**config.mk**
```make
export PLATFORM = sky130hd
export DESIGN_NAME = free_list
export DESIGN_NICKNAME = d
export VERILOG_FILES = /design/src/rtl/free_list.sv
export SDC_FILE = /design/constraint.sdc
export NUM_CORES = 1
export LEC_CHECK = 0
export ABC_AREA = 1
export CAP_MARGIN = 20
export CORE_ASPECT_RATIO = 0.5
export CORE_MARGIN = 2
export CORE_UTILIZATION = 30
export DETAILED_ROUTE_END_ITERATION = 6
export PLACE_DENSITY = 0.49
export SYNTH_ARGS = -nofsm -noshare
export SYNTH_HDL_FRONTEND = slang
export SYNTH_SLANG_ARGS = --single-unit
```
**constraint.sdc**
```tcl
create_clock -name clk -period 3.21 [get_ports clk]
set_input_delay 0.642 -clock clk [delete_from_list [all_inputs] [get_ports clk]]
set_output_delay 0.642 -clock clk [all_outputs]
set_load 0.01 [all_outputs]
```
**src/rtl/free_list.sv**
```systemverilog
// Circular free list of physical register indices for the rename stage.
// Dispatch pops from the head, commit pushes to the tail, and a mispredict rewinds the head.
module free_list #(
    parameter int ROB_DEPTH = 32,
    parameter int NUM_PREGS = ROB_DEPTH + 32,
    parameter int PW        = $clog2(NUM_PREGS)
) (
    input  logic          clk,
    input  logic          rst_n,
    input  logic          deq_req,
    output logic          deq_valid,
    output logic [PW-1:0] deq_p_addr,
    input  logic          enq_valid,
    input  logic [PW-1:0] enq_p_addr,
    output logic [PW:0]   chkpt_head,
    input  logic          flush,
    input  logic [PW:0]   flush_head,
    output logic          empty,
    output logic          full,
    output logic          ovf_err
);

    logic [PW-1:0] mem_q [NUM_PREGS];
    logic [PW:0]   head_q, head_d;
    logic [PW:0]   tail_q, tail_d;
    logic          ovf_q, ovf_d;
    logic          deq_fire;
    logic          enq_fire;

    // Pointers carry one extra wrap bit: equal pointers mean empty, and equal
    // low bits with differing wrap bits mean full.
    assign empty = (head_q == tail_q);
    assign full  = (head_q[PW] != tail_q[PW]) && (head_q[PW-1:0] == tail_q[PW-1:0]);

    // Handshake: a pop completes on a rising edge where deq_req and deq_valid
    // are both high and flush is low; deq_p_addr is presented first-word-fall-
    // through. A push completes where enq_valid is high, the index is nonzero
    // and the list is not full; there is no ready, so a push while full is lost
    // and flagged.
    assign deq_fire = deq_req && !empty && !flush;
    assign enq_fire = enq_valid && (enq_p_addr != '0) && !full;

    assign deq_valid  = !empty;
    assign deq_p_addr = mem_q[head_q[PW-1:0]];
    assign chkpt_head = head_q;
    assign ovf_err    = ovf_q;

    always_comb begin
        head_d = head_q;
        tail_d = tail_q;
        ovf_d  = ovf_q;
        if (flush) begin
            head_d = flush_head;
        end else if (deq_fire) begin
            head_d = head_q + 1'b1;
        end
        if (enq_fire) begin
            tail_d = tail_q + 1'b1;
        end
        if (enq_valid && full) begin
            ovf_d = 1'b1;
        end
    end

    // Reset image: entry i holds i+1, the last entry wraps to 0 and sits just
    // past the tail, so p0 is never handed out.
    always_ff @(posedge clk or negedge rst_n) begin
        if (!rst_n) begin
            for (int i = 0; i < NUM_PREGS; i++) begin
                mem_q[i] <= PW'(i + 1);
            end
            head_q <= '0;
            tail_q <= (PW+1)'(NUM_PREGS - 1);
            ovf_q  <= 1'b0;
        end else begin
            if (enq_fire) begin
                mem_q[tail_q[PW-1:0]] <= enq_p_addr;
            end
            head_q <= head_d;
            tail_q <= tail_d;
            ovf_q  <= ovf_d;
        end
    end

endmodule

```
==> impl_metrics.py <==
metrics = {
    "setup_path": {
        "crit_chain": "buf_12, buf_12, buf_16, buf_4, nor2_1, nor2_1, o21ai_1, nand3_1, nand3_1, nand2_1, nand3_2, nand2_2, buf_6",
        "start_kind": "flip-flop",
        "crit_required_ns": 2.57,
        "r2r_cells": 11,
        "cp_max_fo": 7,
        "cp.depth": 13,
        "cp_slowest_stage_delay_ns": 0.55,
        "crit_buf_inv": 5,
        "endpoint_kind": "output port",
        "critical-path-top-delay-family": "buffers and inverters",
        "critical_path_class": "reg -> out",
        "arrival_ns": 2.51,
        "critPathSlowestCell": "dfrtp_4",
    },
    "power_and_ir_drop": {
        "leakage_nw": 10.7,
        "total_power_mw": 19.7,
        "powerDensity_nw_per_um2": 797,
        "ir_drop_uv": 340,
    },
    "global_routing": {
        "grt-ovfl-total": 0,
        "grt_pass1_vias": 16900,
        "grt_max_degree": 73,
        "grt_pass1_wl_um": 103000,
        "track_usage_pct": 18.4,
        "antenna_found_initial": 1,
    },
    "drt": {
        "wl_per_cell_um": 18.1,
        "vias": 17500,
        "drc": 0,
        "viasPerCell": 4.77,
        "wl_um": 66400,
        "drtPass1Iterations": 5,
        "drt_first_iter_violations": 1310,
        "ant_nets": 0,
    },
    "floorplanning": {
        "fp.dieH_um": 190,
        "die-area_um2": 71200,
        "die_x_um": 375,
        "io_pins": 35,
        "core_um2": 67600,
        "fp-row-count": 67,
        "initial_core_util_pct": 30.6,
    },
    "yosys": {
        "synth_ff_type": "dfrtp_1",
        "synth_top_cell_area_share_pct": 25.2,
        "synth.avg_cell_area_um2": 7.61,
        "synth-seq-cells": 399,
        "synth-warning-count": 0,
        "async_flop_share_pct": 100,
        "syn_nets": 2737,
        "yosysTopAreaCell": "dfstp_2",
        "synth_cell_types": 31,
        "ys_top_cells_by_area": "dfstp_2 (25%), dfrtp_1 (24%), nand2_1 (18%)",
        "synth-edff-count": 0,
        "ys_seq_area_share_pct": 49.5,
        "syn_area_um2": 20700,
        "synthCells": 2717,
    },
    "layout": {
        "area_growth_pct": 19.4,
        "drive_gt1_share_pct": 20.9,
        "diodes": 0,
        "finish.net_count": 2765,
    },
    "clocking": {
        "clk_pin_slew_ns": 0.07,
        "numCtsBuffers": 43,
        "htree_num_levels": 2,
        "cts_max_path_buffers": 3,
        "hold_buffers": 0,
        "cts_tree": "done",
        "cts-root-buf": "clkbuf_16",
        "cts.sinks": 399,
        "insertion_delay_ns": 0.56,
    },
    "timing": {
        "slew_violations": 0,
        "fin_crit_sh_pct": 98.3,
        "relSlewSlack_pct": 33.2,
        "fin_crit_ns": 3.16,
        "setup_violations": 0,
        "rsz0062_at_grt": "true",
        "fmax_mhz": 317,
        "max_slew.worst_pin.slew_ns": 1.00,
        "setup_tns_ns": 0,
        "hold_viol_final": 0,
        "final.setup.worst_slack_ns": 0.0549,
        "skew_ns": 0.0147,
    },
    "outcome": {
        "status": "finished, final reports clean",
    },
    "worst_hold_path": {
        "worstHoldPathType": "in -> async",
    },
    "place": {
        "post-dp-hpwl_um": 39500,
        "port-buffer-count": 34,
        "gp_congestion": 0.890,
        "pre_cts_slack_ns": 0.137,
    },
    "job": {
        "maxCapViolCount": 0,
    },
}
-- area by class of cell --
class | instances | area (um2)
inverter | 227 | 868
sequential | 399 | 10200
timing repair buffer | 182 | 2050
fill | 7107 | 42900
tap | 897 | 1120
clock inverter | 18 | 320
multi-input combinational | 1892 | 8790
clock buffer | 61 | 1300
-- worst paths after layout --
path / start / end / slack, ns
worst max-delay path: chkpt_head[0] / deq_p_addr[5] / 0.05
worst min-delay path: rst_n / mem_q[3] / 0.03
worst max register to register: chkpt_head[3] / mem_q[348] / 0.69
worst min register to register: ovf_err / ovf_err / 0.46
max in group asynchronous: rst_n / mem_q[181] / 2.33
min in group clk: ovf_err / ovf_err / 0.46
-- stage by stage --
step,instances,util [%],instance area [um2],hold WS (ns)
after CTS,3665,35.9,24300,0.0526
after detailed placement,3574,32.9,22300,0.447
after global routing,3676,36.5,24700,0.0516
after global placement,3574,32.9,22300,0.443
after floorplan,2717,-,20700,0.346
final,3676,36.5,24700,0.0259
-- cells in the final DEF, fill, tap and decap left out, drive strengths merged, types with 2 or more instances in the layout --
cell,count
nand2,977
o21ai,440
nand3,254
inv,223
dfrtp,201
dfstp,198
nor2,176
buf,148
clkbuf,67
clkdlybuf4s50,24
a21oi,12
clkinv,11
or2,10
bufinv,9
xor2,7
nand4,5
dlygate4sd2,3
o211ai,2
xnor2,2
ha,2
clkinvlp,2
nor3,2
-- what timing repair did --
item	4_1_cts	5_1_grt
endpoints found under the setup margin	9	7
pin swaps	9	40
gates cloned	5	8
buffers inserted	7	8
gates resized for setup	62	104
-- cells by family (layout without fill, tap and decap cells) --
kind of cell / after synthesis / count (layout) / synth area share [%]
and+or+nand+nor: 1425 / 1425 / 29.4
AOI/OAI and AO/OA: 456 / 456 / 11.1
buffers and inverters: 426 / 488 / 9.53
DFF: 399 / 399 / 49.5
xor gates and xnor gates: 9 / 9 / 0.381
adders and majority gates: 2 / 2 / 0.121
-- flip-flops by register name, indices dropped and copies added, names as in the netlist --
name and flops:
mem_q 384, ovf_err 1, chkpt_head 7, tail_q 7
-- where the power goes --
part           leakage, nW  switching (mW)  internal (mW)  total (mW)
clock network        0.794            2.19           3.53        5.72
registers             4.74           0.904           7.01        7.91
logic                 5.13            3.78           2.26        6.04
total                 10.7            6.87           12.8        19.7
-- synth_stat cells, types with 3 or more instances --
master and instances:
nand2_1 976, o21ai_0 293, inv_1 216, nand3_1 213, dfrtp_1 201, dfstp_2 198, nor2_1 175, o21ai_1 147
clkbuf_1 83, buf_2 63, buf_6 26, nand3_4 21, nand3_2 20, buf_4 17, a21oi_1 12, or2_2 10
inv_2 9, buf_1 7, xor2_1 7, nand4_1 5, buf_8 3
-- worst reg2reg max path, stage by stage, from the launching register on --
cell and delay (ns):
dfrtp_2 0.48, inv_2 0.09, buf_4 0.37, nand2_1 0.12, nand4_1 0.13, nor2_2 0.07
nand3_4 0.08, buf_12 0.42, nand3_1 0.28, buf_4 0.22, nand2_1 0.05, o21ai_0 0.07
-- routing by layer --
metal / part of all wire, % / vias to the layer above / global-route usage (%)
li1: - / 8615 / -
met1: 50 / 8485 / 27.2
met2: 44 / 343 / 28.8
met3: 4.6 / 76 / 2.19
met4: 1.9 / 0 / 3.75
met5: 0 / - / 0
Power figures use the tool's default switching activity.
